==> config.mk <==
export PLATFORM = sky130hd
export DESIGN_NAME = polar_leaf_sched_flat
export DESIGN_NICKNAME = d
export VERILOG_FILES = /design/src/rtl/polar_pkg.sv /design/src/rtl/polar_leaf_sched_if.sv /design/src/rtl/polar_leaf_sched.sv /design/src/flat_wrapper.sv
export SDC_FILE = /design/constraint.sdc
export NUM_CORES = 1
export LEC_CHECK = 0
export ABC_AREA = 0
export CAP_MARGIN = 10
export CORE_MARGIN = 3
export CORE_UTILIZATION = 40
export DETAILED_ROUTE_END_ITERATION = 12
export DONT_BUFFER_PORTS = 1
export GPL_TIMING_DRIVEN = 0
export SLEW_MARGIN = 20
export SYNTH_ARGS = -nofsm -noshare
export SYNTH_HDL_FRONTEND = slang
export SYNTH_SLANG_ARGS = --single-unit
==> constraint.sdc <==
create_clock -name clk_i -period 2.4 [get_ports clk_i]
set_clock_uncertainty 0.15 [all_clocks]
set_input_delay 0.6 -clock clk_i [delete_from_list [all_inputs] [get_ports clk_i]]
set_output_delay 0.6 -clock clk_i [all_outputs]
set_load 0.01 [all_outputs]
==> src/rtl/polar_pkg.sv <==
// Shared types and defaults for the polar SC leaf scheduler.
package polar_pkg;

  typedef enum logic [2:0] {
    S_IDLE,
    S_REQ,
    S_WAIT,
    S_CAPT,
    S_OUT
  } state_e;

  localparam int unsigned PE_LAT_DEF = 2;

endpackage

==> src/rtl/polar_leaf_sched_if.sv <==
// Scheduler-side bus: upstream LLR request, leaf PE issue/result, partial sums, frame output.
interface polar_leaf_sched_if #(
  parameter int unsigned N = 32
);
  localparam int unsigned IW = $clog2(N/2);

  logic          llr_req_o;
  logic [IW-1:0] llr_idx_o;
  logic          llr_vld_i;
  logic          pe_en_o;
  logic [1:0]    pe_frozen_o;
  logic          pe_f_i;
  logic          pe_g_i;
  logic          ps_vld_o;
  logic [IW-1:0] ps_idx_o;
  logic [1:0]    ps_o;
  logic          out_vld_o;
  logic          out_rdy_i;
  logic [N-1:0]  bits_o;

  modport master (
    output llr_req_o, llr_idx_o, pe_en_o, pe_frozen_o, ps_vld_o, ps_idx_o, ps_o,
           out_vld_o, bits_o,
    input  llr_vld_i, pe_f_i, pe_g_i, out_rdy_i
  );

  modport slave (
    input  llr_req_o, llr_idx_o, pe_en_o, pe_frozen_o, ps_vld_o, ps_idx_o, ps_o,
           out_vld_o, bits_o,
    output llr_vld_i, pe_f_i, pe_g_i, out_rdy_i
  );
endinterface

==> src/rtl/polar_leaf_sched.sv <==
// Leaf-pair sequencer for a shared radix-4 polar SC leaf PE.
// Optional: define POLAR_FROZEN_SKIP_EN to bypass REQ/WAIT for fully frozen pairs.
module polar_leaf_sched
  import polar_pkg::*;
#(
  parameter int unsigned bitwidth = 7,
  parameter int unsigned N        = 32,
  parameter int unsigned PE_LAT   = PE_LAT_DEF
) (
  input  logic               clk_i,
  input  logic               rst_ni,
  input  logic               start_i,
  input  logic [N-1:0]       frozen_i,
  output logic               busy_o,
  polar_leaf_sched_if.master io
);

  localparam int unsigned IW = $clog2(N/2);
  localparam int unsigned CW = $clog2(PE_LAT + 1);
  localparam logic [IW-1:0] LAST_K = IW'(N/2 - 1);

  if (N < 4 || PE_LAT < 1 || bitwidth < 1) begin : g_bad_cfg
    $error("polar_leaf_sched: invalid parameter set");
  end

  state_e        r_state, w_next;
  logic [IW-1:0] r_k;
  logic [N-1:0]  r_frozen, r_bits;
  logic [CW-1:0] r_cnt;
  logic          r_f, r_g;

  logic [IW:0]   w_lo;
  logic [1:0]    w_frz;
  logic          w_b0, w_b1, w_last;

  // w_frz[0] is frozen[2k] (F position), w_frz[1] is frozen[2k+1] (G position)
  assign w_lo   = {r_k, 1'b0};
  assign w_frz  = r_frozen[w_lo +: 2];
  assign w_b0   = r_f & ~w_frz[0];
  assign w_b1   = r_g & ~w_frz[1];
  assign w_last = (r_k == LAST_K);

`ifdef POLAR_FROZEN_SKIP_EN
  logic [IW:0] w_lo_nx;
  logic        w_nx_skip;
  assign w_lo_nx   = {r_k + IW'(1), 1'b0};
  assign w_nx_skip = &r_frozen[w_lo_nx +: 2];
`endif

  assign busy_o         = (r_state != S_IDLE);
  assign io.llr_idx_o   = busy_o ? r_k : '0;
  assign io.pe_frozen_o = busy_o ? {w_frz[0], w_frz[1]} : '0;
  assign io.bits_o      = r_bits;

  always_comb begin
    w_next       = r_state;
    io.llr_req_o = 1'b0;
    io.pe_en_o   = 1'b0;
    io.ps_vld_o  = 1'b0;
    io.ps_idx_o  = '0;
    io.ps_o      = '0;
    io.out_vld_o = 1'b0;
    unique case (r_state)
      S_IDLE: begin
        if (start_i) begin
`ifdef POLAR_FROZEN_SKIP_EN
          w_next = (&frozen_i[1:0]) ? S_CAPT : S_REQ;
`else
          w_next = S_REQ;
`endif
        end
      end
      S_REQ: begin
        io.llr_req_o = 1'b1;
        if (io.llr_vld_i) begin
          io.pe_en_o = 1'b1;
          w_next     = S_WAIT;
        end
      end
      S_WAIT: begin
        if (r_cnt == '0) w_next = S_CAPT;
      end
      S_CAPT: begin
        io.ps_vld_o = 1'b1;
        io.ps_idx_o = r_k;
        io.ps_o     = {w_b0 ^ w_b1, w_b1};
        if (w_last) begin
          w_next = S_OUT;
        end else begin
`ifdef POLAR_FROZEN_SKIP_EN
          w_next = w_nx_skip ? S_CAPT : S_REQ;
`else
          w_next = S_REQ;
`endif
        end
      end
      S_OUT: begin
        io.out_vld_o = 1'b1;
        if (io.out_rdy_i) w_next = S_IDLE;
      end
      default: w_next = S_IDLE;
    endcase
  end

  always_ff @(posedge clk_i) begin
    if (!rst_ni) begin
      r_state  <= S_IDLE;
      r_k      <= '0;
      r_frozen <= '0;
      r_bits   <= '0;
      r_cnt    <= '0;
      r_f      <= 1'b0;
      r_g      <= 1'b0;
    end else begin
      r_state <= w_next;
      unique case (r_state)
        S_IDLE: begin
          if (start_i) begin
            r_frozen <= frozen_i;
            r_bits   <= '0;
            r_k      <= '0;
          end
        end
        S_REQ: begin
          if (io.llr_vld_i) r_cnt <= CW'(PE_LAT - 1);
        end
        S_WAIT: begin
          if (r_cnt == '0) begin
            r_f <= io.pe_f_i;
            r_g <= io.pe_g_i;
          end else begin
            r_cnt <= r_cnt - CW'(1);
          end
        end
        // Skipped pairs reuse stale r_f/r_g; the frozen mask forces both bits to 0.
        S_CAPT: begin
          r_bits[w_lo +: 2] <= {w_b1, w_b0};
          if (!w_last) r_k <= r_k + IW'(1);
        end
        default: ;
      endcase
    end
  end

endmodule

==> src/flat_wrapper.sv <==
// flat-port wrapper written by rule: the top's interface ports become plain ports
module polar_leaf_sched_flat import polar_pkg::*;
#(
  parameter int unsigned bitwidth = 7,
  parameter int unsigned N        = 32,
  parameter int unsigned PE_LAT   = PE_LAT_DEF
)
  (clk_i, rst_ni, start_i, frozen_i, busy_o, io_llr_req_o, io_llr_idx_o, io_pe_en_o, io_pe_frozen_o, io_ps_vld_o, io_ps_idx_o, io_ps_o, io_out_vld_o, io_bits_o, io_llr_vld_i, io_pe_f_i, io_pe_g_i, io_out_rdy_i);
  polar_leaf_sched_if #(.N(N)) io_i ();
  input  logic clk_i;
  input  logic rst_ni;
  input  logic start_i;
  input  logic [N-1:0] frozen_i;
  output logic busy_o;
  output wire logic [$bits(io_i.llr_req_o)-1:0] io_llr_req_o;
  output wire logic [$bits(io_i.llr_idx_o)-1:0] io_llr_idx_o;
  output wire logic [$bits(io_i.pe_en_o)-1:0] io_pe_en_o;
  output wire logic [$bits(io_i.pe_frozen_o)-1:0] io_pe_frozen_o;
  output wire logic [$bits(io_i.ps_vld_o)-1:0] io_ps_vld_o;
  output wire logic [$bits(io_i.ps_idx_o)-1:0] io_ps_idx_o;
  output wire logic [$bits(io_i.ps_o)-1:0] io_ps_o;
  output wire logic [$bits(io_i.out_vld_o)-1:0] io_out_vld_o;
  output wire logic [$bits(io_i.bits_o)-1:0] io_bits_o;
  input wire logic [$bits(io_i.llr_vld_i)-1:0] io_llr_vld_i;
  input wire logic [$bits(io_i.pe_f_i)-1:0] io_pe_f_i;
  input wire logic [$bits(io_i.pe_g_i)-1:0] io_pe_g_i;
  input wire logic [$bits(io_i.out_rdy_i)-1:0] io_out_rdy_i;
  assign io_llr_req_o = io_i.llr_req_o;
  assign io_llr_idx_o = io_i.llr_idx_o;
  assign io_pe_en_o = io_i.pe_en_o;
  assign io_pe_frozen_o = io_i.pe_frozen_o;
  assign io_ps_vld_o = io_i.ps_vld_o;
  assign io_ps_idx_o = io_i.ps_idx_o;
  assign io_ps_o = io_i.ps_o;
  assign io_out_vld_o = io_i.out_vld_o;
  assign io_bits_o = io_i.bits_o;
  assign io_i.llr_vld_i = io_llr_vld_i;
  assign io_i.pe_f_i = io_pe_f_i;
  assign io_i.pe_g_i = io_pe_g_i;
  assign io_i.out_rdy_i = io_out_rdy_i;
  polar_leaf_sched #(.bitwidth(bitwidth), .N(N), .PE_LAT(PE_LAT)) u_core (.clk_i(clk_i), .rst_ni(rst_ni), .start_i(start_i), .frozen_i(frozen_i), .busy_o(busy_o), .io(io_i));
endmodule
; After elaboration in Yosys (flattened, before gate mapping)
; Cells that the tools add are included.
[totals]
regBits = 75
in_bits = 39
out_inout_bits = 49
word_cells = 64
[classes]
n_addsub = 3
eq_ne = 11
shift = 3
n_mux = 24
bitwise = 5
n_reduce_logical = 11
[ops]
columns = cell, n
row1 = 32-bit case mux with 2 select lines, 1
row2 = 32-bit bitwise mux, 1
row3 = 32-bit two-way mux, 1
row4 = "2-bit by 7-bit variable shift with 32-bit output, first input constant", 1
row5 = 2-bit by 7-bit variable part select with 32-bit output, 1
row6 = 32-bit by 6-bit variable part select with 2-bit output, 1
row7 = 4-bit two-way mux, 4
row8 = 3-bit two-way mux, 5
row9 = 3-bit case mux with 5 select lines, 1
row10 = "2-bit inequality test, second input constant", 5
row11 = 2-bit two-way mux, 4
row12 = 4-bit case mux with 2 select lines, 1
row13 = 5-bit negator with 7-bit output, 1
row14 = "3-bit by 2-bit equality test with 1-bit output, second input constant", 2
row15 = 2-bit AND reduction, 3
row16 = 3-bit AND reduction, 2
row17 = 1-bit two-way mux, 5
row18 = "4-bit by 1-bit adder with 4-bit output, second input constant", 1
row19 = "4-bit equality test, second input constant", 1
row20 = 2-bit case mux with 2 select lines, 1
row21 = 4-bit AND reduction, 1
row22 = 2-bit nonzero test, 2
row23 = "3-bit by 1-bit equality test with 1-bit output, second input constant", 1
row24 = "3-bit equality test, second input constant", 1
row25 = other kinds (8), 10

; Depth between registers and ports, before layout
; Gate-level depths: netlist (run 1).
[depth]
ltp_word = 6
mapped_depth = 9
ltp_nobuf = 7

; Worst setup path before layout (run 1)
; OpenSTA, ideal clock, no wires.
[synth_path]
kind = reg-to-output
startpoint = register u_core.r_k[1]
endpoint = output port io_ps_o[1]
arrival_time_ps = 1733
required_time_ps = 1650
path_slack_ps = -83
stages_incl_launch_ff = 9
path_buffers = 3
cell_sequence = dfxtp_1 buf_6 buf_6 or2_1 o22a_1 a32oi_4 buf_6 xnor2_1 nor2_1
[synth_between]
elab_chain_len = 5
elab_cells_between_ends = 7
classes_between = 1 x shift / 1 x mux / 5 x bitwise
[synth_lines]
columns = element, line_no
row1 = "start, declared", polar_leaf_sched.sv:27  ; logic [IW-1:0] r_k;
row2 = "start signal, assigned", polar_leaf_sched.sv:138  ; if (!w_last) r_k <= r_k + IW'(1);
row3 = 32-bit by 6-bit variable part select with 2-bit output (*), polar_leaf_sched.sv:38  ; assign w_frz = r_frozen[w_lo +: 2];
row4 = 1-bit inverter (on tied branches), "polar_leaf_sched.sv:39, polar_leaf_sched.sv:40"
row5 = 1-bit AND (on tied branches), "polar_leaf_sched.sv:39, polar_leaf_sched.sv:40"
row6 = 1-bit XOR (*), polar_leaf_sched.sv:86  ; io.ps_o = {w_b0 ^ w_b1, w_b1};
row7 = 2-bit two-way mux (*), polar_leaf_sched.sv:63  ; unique case (r_state)
row8 = "end, declared", flat_wrapper.sv:21  ; output wire logic [$bits(io_i.ps_o)-1:0] io_ps_o;
; Mark *: on every way between the ends. The rest lies on a longest branch, timed or not.

; Worst setup path after layout (run 1)
; Same ends and word-level chain as after synthesis.

==> out/qor.yml, run 1 <==
sta:
  fin_ws_ps: -372
  tightest_slew_ps: 564
  finalSetupTns_ps: -1190
  fmax_mhz: 361
  rsz0062_at_grt: "true"
  max_slew_margin_pct: 62.4
  report.final.slew_viol_count: 0
  setup-violations-final: 4
  hold_violations: 0
  period_share_pct: 116
  fin_crit_ps: 2770
  hold_ws_ps: 233
finish:
  nets: 519
  multi_input_area_mm2: 0.00214
  drive_above_1_share_pct: 20.5
  register_area_mm2: 0.00151
  area_growth_pct: 20.1
  utilization_pct: 49.8
  layout_common_cells: "84 x nand2_1, 73 x dfxtp_1, 52 x a21oi_1"
  antenna_cells: 0
  final_common_cell: "nand2_1"
  nFillCells: 870
worst_setup_path:
  critPathLaunchType: "flip-flop"
  required_ps: 1650
  cp-startpoint: "u_core.r_k[1]$_SDFFE_PN0P_"
  crit-reg2reg-launch: "u_core.r_k[1]$_SDFFE_PN0P_"
  crit_type: "reg2out"
  end_kind: "output port"
  cp_max_fo: 6
  cp.arrival_ps: 2020
run:
  cap_viol_max_count: 0
detailed_routing:
  wl_per_cell_um: 16.5
  drt_first_pass_iters: 4
  wl_um: 9700
  drtIter0Drc: 141
  drt-vias-per-instance: 5.47
  drcViolationCount: 0
  postRouteAntennaNets: 0
  dr_total_vias: 3211
floorplanning:
  start_util_pct: 41.4
  coreArea_mm2: 0.00876
  die_area_mm2: 0.0103
  die_y_um: 101
  boundaryPins: 88
  row_count: 34
  die_x_um: 101
synthesis:
  yosys_warnings: 0
  ys_seq_elements: 75
  async_reset_ff_share_pct: 0
  syn-cell-area_mm2: 0.00363
  synth_flop_cell: "dfxtp_1"
  synth_edf_count: 0
  syn_nets: 484
  synthCells: 440
  ys_types: 51
  syn_avg_cell_area_um2: 8.26
  yosysSeqAreaShare_pct: 41.3
global_routing:
  grt_pass1_wl_um: 15200
  grt_remaining_overflow: 0
  grt_max_degree: 12
  first_global_vias: 3069
  grt_usage_pct: 18.8
  antenna_found_initial: 0
status:
  violations: "setup timing"
  outcome: "complete, but fails checks"
place:
  dp_hpwl_um: 6890
  dpl_worst_slack_ps: -452
  place.gp.congestion: 0.796
  portBuffers: 0
clock_tree:
  clock_latency_ps: 340
  cts.sinks: 75
  clockBufferDepth: 2
  htree_levels: 3
  clk_pin_slew_ps: 80
  cts_inserted_buffers: 9
  hold_buffers: 0
  tritoncts: "done"
  root_buffer: "clkbuf_8"
power:
  leakagePower_nw: 1.50
  power_w: 0.00249
  powerDensity_mw_per_mm2: 570
  ir_worst_vdd_v: 0.000269
hold_path:
  hp-class: "in2reg"
  hp-start: "frozen_i[7]"
[through the flow]
step / instances / cell area (um^2)
2_1_floorplan: 440 / 3650
3_3_place_gp: 548 / 3780
3_5_place_dp: 548 / 3780
4_1_cts: 573 / 4150
5_1_grt: 587 / 4360
6_report: 587 / 4360
[cell families after synthesis]
logic type / synth area share (%)
xor gates and xnor gates: 1.62
buffers and inverters: 4.65
muxes: 6.54
and+or+nand+nor: 28.7
DFF: 41.3
AOI/OAI and AO/OA: 15.4
adders and majority gates: 1.72
[layer usage]
| layer | up-vias | track usage [%] | share of wire [%] |
|---|---|---|---|
| met2 | 89 | 30.9 | 48 |
| met4 | 0 | 6.65 | 1.7 |
| met1 | 1526 | 23.6 | 44 |
| met5 | - | 0 | 0 |
| li1 | 1580 | - | - |
| met3 | 16 | 5.44 | 6.4 |
[repair_timing]
action                                  4_1_cts  5_1_grt
endpoints found under the setup margin       41       42
pin swaps                                     9       12
gates cloned                                  0        0
resized for setup                            29       24
setup buffers                                11       15
[report_power, final]
group	internal [W]	total, W	switching [W]
logic	0.000107	0.000289	0.000181
registers	0.00128	0.00131	0.0000220
clock network	0.000452	0.000893	0.000441
total	0.00184	0.00249	0.000645
[path summary, 6_finish.rpt]
kind                                      end  slack (ps)  depth (start not counted)
min reg2reg   u_core.r_frozen[9]$_SDFFE_PN0P_         310                          2
max                                io_ps_o[1]        -370                          6
min           u_core.r_frozen[7]$_SDFFE_PN0P_         230                          2
max reg2reg  u_core.io.bits_o[8]$_SDFFE_PN0P_          60                         10
[worst max-delay path, cell delays in order, from the launching register on]
cell	delay (ps)
dfxtp_4	390
buf_6	150
mux2i_1	120
mux4_2	540
a32oi_4	260
xnor2_2	90
nor2_2	130
[sequential cells by signal, indices dropped and copies added (netlist names)]
| signal | count |
|---|---|
| u_core.io.bits_o | 32 |
| u_core.r_cnt | 2 |
| u_core.r_f | 1 |
| u_core.r_frozen | 32 |
| u_core.r_g | 1 |
| u_core.r_k | 4 |
| u_core.r_state | 3 |
[area by class of cell]
cell class | instances | area share (%)
plain buffers | 27 | 3.67
clock buffers | 13 | 3.87
flip-flops and latches | 75 | 34.6
inverters | 7 | 0.717
well taps | 108 | 3.10
clock inverters | 2 | 0.229
multi-input cells | 330 | 49.2
repair buffers | 25 | 4.65
[cell usage after synthesis (5+ instances only)]
cell type	n	area, um^2
dfxtp_1	75	1500
nand3_1	31	155
nand2_1	84	315
and3_1	5	31.3
nand2b_1	17	106
a21oi_1	53	265
o21ai_0	8	40.0
buf_2	9	45.0
ha_1	5	62.6
and2_1	7	43.8
mux2i_1	17	170
nor2_1	27	101
inv_1	6	22.5
nor2b_1	5	31.3
o21a_1	9	67.6
clkbuf_1	15	56.3
or2_1	7	43.8
nor3_1	6	30.0
Power figures use the tool's default switching activity.
==> run 2, diff against run 1 <==
--- a/config.mk
+++ b/config.mk
@@ -8,10 +8,12 @@
 export ABC_AREA = 0
 export CAP_MARGIN = 10
 export CORE_MARGIN = 3
-export CORE_UTILIZATION = 40
+export CORE_UTILIZATION = 52
 export DETAILED_ROUTE_END_ITERATION = 12
 export DONT_BUFFER_PORTS = 1
 export GPL_TIMING_DRIVEN = 0
+export MAX_ROUTING_LAYER = met4
+export PLACE_DENSITY = 0.7
 export SLEW_MARGIN = 20
 export SYNTH_ARGS = -nofsm -noshare
 export SYNTH_HDL_FRONTEND = slang
==> run 2 against run 1 <==
The flow still finishes with violations (setup timing). First-iteration DRC count increased by 38%. Hold slack got worse by 4.6 ps. Via count increased by 0.81%. Global-route usage increased by 5.5 points. Combinational power increased by 1%. Clock-buffer cell count decreased by 3. Critical path depth unchanged. Flip-flop and latch count unchanged. Largest cell class unchanged.
==> out/qor.yml, run 2 (synthesis gave the netlist of run 1 again) <==
status:
  outcome: "complete, but fails checks"  # unchanged
  violations: "setup timing"  # unchanged
detailed_routing:
  dr_wl_met2_um: 4730  # was 4670 um
  wl_per_cell_um: 17.0  # was 16.5 um
  drt-vias-per-instance: 5.64  # was 5.47
  wl_met3_um: 670  # was 622 um
  drcViolationCount: 0  # unchanged
  wl_um: 9750  # was 9700 um
  drt_first_pass_iters: 7  # was 4
  dr_total_vias: 3237  # was 3211
  drtIter0Drc: 195  # was 141
  postRouteAntennaNets: 0  # unchanged
  met1_length_um: 4170  # was 4240 um
  topRoutingLayerUsed: "met4"  # unchanged
clock_tree:
  cts_inserted_buffers: 9  # unchanged
  clock_latency_ps: 350  # was 340 ps
  root_buffer: "clkbuf_8"  # unchanged
  tritoncts: "done"  # unchanged
  hold_buffers: 0  # unchanged
  clk_pin_slew_ps: 80  # about the same
  cts.sinks: 75  # unchanged
  htree_levels: 3  # unchanged
  clockBufferDepth: 2  # unchanged
global_routing:
  grt_remaining_overflow: 0  # unchanged
  grt_max_degree: 13  # was 12
  antenna_found_initial: 0  # unchanged
  grt_usage_pct: 24.3  # was 18.8%
  grt_pass1_wl_um: 14500  # was 15200 um
  first_global_vias: 2956  # was 3069
sta:
  period_share_pct: 116  # about the same
  hold_violations: 0  # unchanged
  fin_ws_ps: -395  # was -372 ps
  finalSetupTns_ps: -1420  # was -1190 ps
  setup-violations-final: 11  # was 4
  tightest_slew_ps: 581  # was 564 ps
  rsz0062_at_grt: "true"  # unchanged
  fin_crit_ps: 2790  # was 2770 ps
  max_slew_margin_pct: 61.0  # was 62.4%
  fmax_mhz: 358  # was 361 MHz
  report.final.slew_viol_count: 0  # unchanged
place:
  placed_area_mm2: 0.00376  # was 0.00378 mm^2
  dp_hpwl_um: 6510  # was 6890 um
  place.gp.congestion: 0.895  # was 0.796
  portBuffers: 0  # unchanged
  place_inst: 533  # was 548
floorplanning:
  coreArea_mm2: 0.00657  # was 0.00876 mm^2
  start_util_pct: 55.3  # was 41.4%
  die_area_mm2: 0.00802  # was 0.0103 mm^2
  boundaryPins: 88  # unchanged
  die_y_um: 89.6  # was 101 um
  row_count: 29  # was 34
  die_x_um: 89.6  # was 101 um
run:
  cap_viol_max_count: 0  # unchanged
finish:
  final_common_cell: "nand2_1"  # unchanged
  utilization_pct: 68.5  # was 49.8%
  drive_above_1_share_pct: 21.0  # was 20.5%
  area_growth_pct: 23.8  # was 20.1%
  layout_common_cells: "84 x nand2_1, 73 x dfxtp_1, 52 x a21oi_1"  # unchanged
  stdcell_count: 574  # was 587
  nets: 521  # was 519
  post-route-cell-area_mm2: 0.00450  # was 0.00436 mm^2
  antenna_cells: 0  # unchanged
hold_path:
  hp-class: "in2reg"  # unchanged
  hp-start: "frozen_i[28]"  # was frozen_i[7]
worst_setup_path:
  end_kind: "output port"  # unchanged
  cp_max_fo: 6  # unchanged
  crit-reg2reg-launch: "u_core.r_k[1]$_SDFFE_PN0P_"  # unchanged
  critPathLaunchType: "flip-flop"  # unchanged
  cp-startpoint: "u_core.r_k[1]$_SDFFE_PN0P_"  # unchanged
  required_ps: 1650  # about the same
  cp.arrival_ps: 2040  # was 2020 ps
  r2r_slack_ps: -50  # was 60 ps
  crit_type: "reg2out"  # unchanged
power:
  ir_worst_vdd_v: 0.000350  # was 0.000269 V
  powerDensity_mw_per_mm2: 640  # was 570 mW/mm^2
  leakagePower_nw: 1.53  # was 1.50 nW
[run 2: cell count changes in the layout (fill, tap and decap cells not counted), sizes merged]
cell / before / now
bufinv: 0 / 4
clkbuf: 29 / 26
buf: 36 / 38
clkinv: 3 / 2
[run 2: layer usage]
layer	track usage, %	vias to the layer above
met5	-	-
met4	10.3	0
met3	5.11	20
li1	-	1586
met1	30.8	1507
met2	37.6	124
[run 2: path summary, 6_finish.rpt]
kind | endpoint | cells past startpoint
setup / recovery | io_ps_o[1] | 6
setup reg to reg | u_core.io.bits_o[5]$_SDFFE_PN0P_ | 10
hold / removal | u_core.r_frozen[28]$_SDFFE_PN0P_ | 2
hold reg to reg | u_core.r_frozen[24]$_SDFFE_PN0P_ | 2
[run 2: power by group]
group / total [W] / switching [W] / internal, W
clock network: 0.00128 / 0.000463 / 0.000817
registers: 0.00131 / 0.0000227 / 0.00128
logic: 0.000293 / 0.000184 / 0.000110
[run 2: final cells by class]
type                       instances  area [um^2]
clock inverter                     5          125
multi-input combinational        330         2180
timing repair buffer              27          236
sequential                        75         1510
buffer                            27          163
clock buffer                      10          138
inverter                           7         31.3
tap                               93          116
fill                             515         2070
[run 2: critical path, cell delays in order, from the launching register on]
cell and delay [ps]:
dfxtp_4 400, buf_8 150, mux2i_1 120, mux4_2 530, a32oi_4 260, xnor2_2 90, nor2_2 130
[run 2: metrics by stage]
stage	total power (W)	setup WS, ps	hold slack, ps
detailed placement	0.00158	-461	296
CTS	0.00287	-408	215
floorplan	0.00152	-31.6	282
finish	0.00288	-395	229
global route	0.00299	-448	214
global placement	0.00157	-389	292
[run 2: timing repair]
item | in CTS | in global routing
pin swaps | 8 | 15
buffers inserted | 9 | 18
resized for setup | 28 | 37
gates cloned | 0 | 0
setup endpoints to repair | 42 | 56
==> run 3, diff against run 2 <==
--- a/config.mk
+++ b/config.mk
@@ -7,6 +7,7 @@
 export LEC_CHECK = 0
 export ABC_AREA = 0
 export CAP_MARGIN = 10
+export CORE_ASPECT_RATIO = 0.75
 export CORE_MARGIN = 3
 export CORE_UTILIZATION = 52
 export DETAILED_ROUTE_END_ITERATION = 12
@@ -18,3 +19,4 @@
 export SYNTH_ARGS = -nofsm -noshare
 export SYNTH_HDL_FRONTEND = slang
 export SYNTH_SLANG_ARGS = --single-unit
+export TNS_END_PERCENT = 30
==> run 3 against run 2 <==
The run still ends with setup timing left. Sequential share of layout area grew 3.2 points. Flip-flop and latch count unchanged. Register-to-register slack better by 80 ps. Global-route usage is 0.61 points lower. Sequential power barely moved.
==> out/qor.yml, run 3 (synthesis gave the netlist of run 1 again) <==
floorplanning:
  start_util_pct: 55.6  # was 55.3%
  die_y_um: 78.4  # was 89.6 um
  coreArea_mm2: 0.00654  # was 0.00657 mm^2
  row_count: 25  # was 29
  die_area_mm2: 0.00803  # was 0.00802 mm^2
  boundaryPins: 88  # unchanged
  die_x_um: 103  # was 89.6 um
status:
  violations: "setup timing"  # unchanged
  outcome: "complete, but fails checks"  # unchanged
power:
  power_w: 0.00252  # was 0.00288 W
  swShare_pct: 26.2  # was 23.2%
  p_comb_share_pct: 10.4  # was 10.2%
  p_seq_share_pct: 51.9  # was 45.4%
  ir_worst_vdd_v: 0.000313  # was 0.000350 V
  internal-power_w: 0.00186  # was 0.00221 W
  powerDensity_mw_per_mm2: 612  # was 640 mW/mm^2
  leakagePower_nw: 1.40  # was 1.53 nW
  p_clk_share_pct: 37.7  # was 44.4%
  power.switching_w: 0.000659  # was 0.000669 W
sta:
  report.final.slew_viol_count: 0  # unchanged
  finalSetupTns_ps: -1280  # was -1420 ps
  hold_violations: 0  # unchanged
  fin_crit_ps: 2790  # about the same
  fmax_mhz: 358  # about the same
  setup-violations-final: 4  # was 11
  rsz0062_at_grt: "true"  # unchanged
  fin_ws_ps: -390  # was -395 ps
  period_share_pct: 116  # about the same
  max_slew_margin_pct: 61.1  # was 61.0%
  tightest_slew_ps: 583  # was 581 ps
worst_setup_path:
  cp_cell_sequence: "mux2i_1, mux4_2, a32oi_4, buf_6, xnor2_2, nor2_2"  # was buf_8, mux2i_1, mux4_2, a32oi_4, xnor2_2, nor2_2
  cp_max_fo: 10  # was 6
  cp.arrival_ps: 2040  # about the same
  critical-path-max-stage-delay_ps: 500  # was 530 ps
  end_kind: "output port"  # unchanged
  critPathLaunchType: "flip-flop"  # unchanged
  cp_slowest_cell: "mux4_2"  # unchanged
  required_ps: 1650  # about the same
  crit_type: "reg2out"  # unchanged
clock_tree:
  clockBufferDepth: 2  # unchanged
  clk_pin_slew_ps: 80  # about the same
  root_buffer: "clkbuf_8"  # unchanged
  clock_latency_ps: 350  # about the same
  hold_buffers: 0  # unchanged
  cts_inserted_buffers: 9  # unchanged
  cts.sinks: 75  # unchanged
  htree_levels: 3  # unchanged
  tritoncts: "done"  # unchanged
detailed_routing:
  postRouteAntennaNets: 0  # unchanged
  drt-vias-per-instance: 5.80  # was 5.64
  drtIter0Drc: 132  # was 195
  wl_per_cell_um: 17.0  # about the same
  dr_total_vias: 3130  # was 3237
  drt_first_pass_iters: 5  # was 7
  drcViolationCount: 0  # unchanged
  wl_um: 9200  # was 9750 um
finish:
  drive_above_1_share_pct: 15.3  # was 21.0%
  nFillCells: 591  # was 515
  utilization_pct: 62.9  # was 68.5%
  nets: 498  # was 521
  antenna_cells: 0  # unchanged
  area_growth_pct: 13.1  # was 23.8%
  final_common_cell: "nand2_1"  # unchanged
  post-route-cell-area_mm2: 0.00411  # was 0.00450 mm^2
  layout_common_cells: "84 x nand2_1, 73 x dfxtp_1, 53 x a21oi_1"  # was 84 x nand2_1, 73 x dfxtp_1, 52 x a21oi_1
run:
  cap_viol_max_count: 0  # unchanged
global_routing:
  grt_pass1_wl_um: 14500  # about the same
  grt_max_degree: 14  # was 13
  first_global_vias: 2981  # was 2956
  antenna_found_initial: 0  # unchanged
  grt_usage_pct: 23.7  # was 24.3%
  grt_remaining_overflow: 0  # unchanged
place:
  portBuffers: 0  # unchanged
  place.gp.congestion: 0.898  # was 0.895
  placed_area_mm2: 0.00375  # was 0.00376 mm^2
  dp_hpwl_um: 6700  # was 6510 um
hold_path:
  hp-class: "in2reg"  # unchanged
-- run 3: layout make-up --
type                    count  area (um^2)  area share, %
clock inverters             6         65.1           1.58
inverters                   7         28.8          0.700
well taps                  81          101           2.47
plain buffers              27          161           3.93
repair buffers              4         30.0          0.731
multi-input cells         330         2090           50.8
flip-flops and latches     75         1510           36.7
clock buffers              10          128           3.11
-- run 3: worst paths after layout --
kind / slack, ps / endpoint / cells past startpoint / startpoint
hold reg to reg: 310 / u_core.r_cnt[1]$_SDFFE_PN0P_ / 2 / u_core.r_cnt[1]$_SDFFE_PN0P_
setup / recovery: -390 / io_ps_o[1] / 6 / u_core.r_k[1]$_SDFFE_PN0P_
hold / removal: 230 / u_core.r_frozen[26]$_SDFFE_PN0P_ / 2 / frozen_i[26]
setup reg to reg: 30 / u_core.io.bits_o[5]$_SDFFE_PN0P_ / 8 / u_core.r_k[1]$_SDFFE_PN0P_
-- run 3: metrics by stage --
stage | worst slack [ps] | hold slack [ps] | instances
finish | -390 | 228 | 540
global route | -468 | 212 | 540
CTS | -387 | 215 | 540
detailed placement | -477 | 296 | 521
global placement | -430 | 291 | 521
floorplan | -31.6 | 282 | 440
-- run 3: per-layer routing --
| layer | wire length, um | GRT usage [%] |
|---|---|---|
| met3 | 708 | 6.22 |
| met1 | 4280 | 31.8 |
| met5 | 0 | - |
| met4 | 140 | 6.68 |
| met2 | 4060 | 35.4 |
-- run 3: power by group through the flow --
| stage | Sequential, W | Combinational [W] | Clock (W) |
|---|---|---|---|
| floorplan | 0.00133 | 0.000191 | 0 |
| global placement | 0.00134 | 0.000239 | 0 |
| detailed placement | 0.00134 | 0.000243 | 0 |
| CTS | 0.00131 | 0.000251 | 0.000972 |
| global route | 0.00131 | 0.000291 | 0.00103 |
| finish | 0.00131 | 0.000261 | 0.000950 |
-- run 3: timing repair --
action                                  4_1_cts  5_1_grt
resized for setup                            19       17
pin swaps                                     6        1
setup buffers                                 4        0
cloned                                        0        0
endpoints found under the setup margin       41       65
-- run 3: critical path, delay by kind of cell, from the launching register on --
family / cells / cell delay (ps)
AOI/OAI and AO/OA: 1 / 220
muxes: 2 / 630
xor gates and xnor gates: 1 / 70
and+or+nand+nor: 1 / 130
buffers and inverters: 1 / 160
DFF: 1 / 470
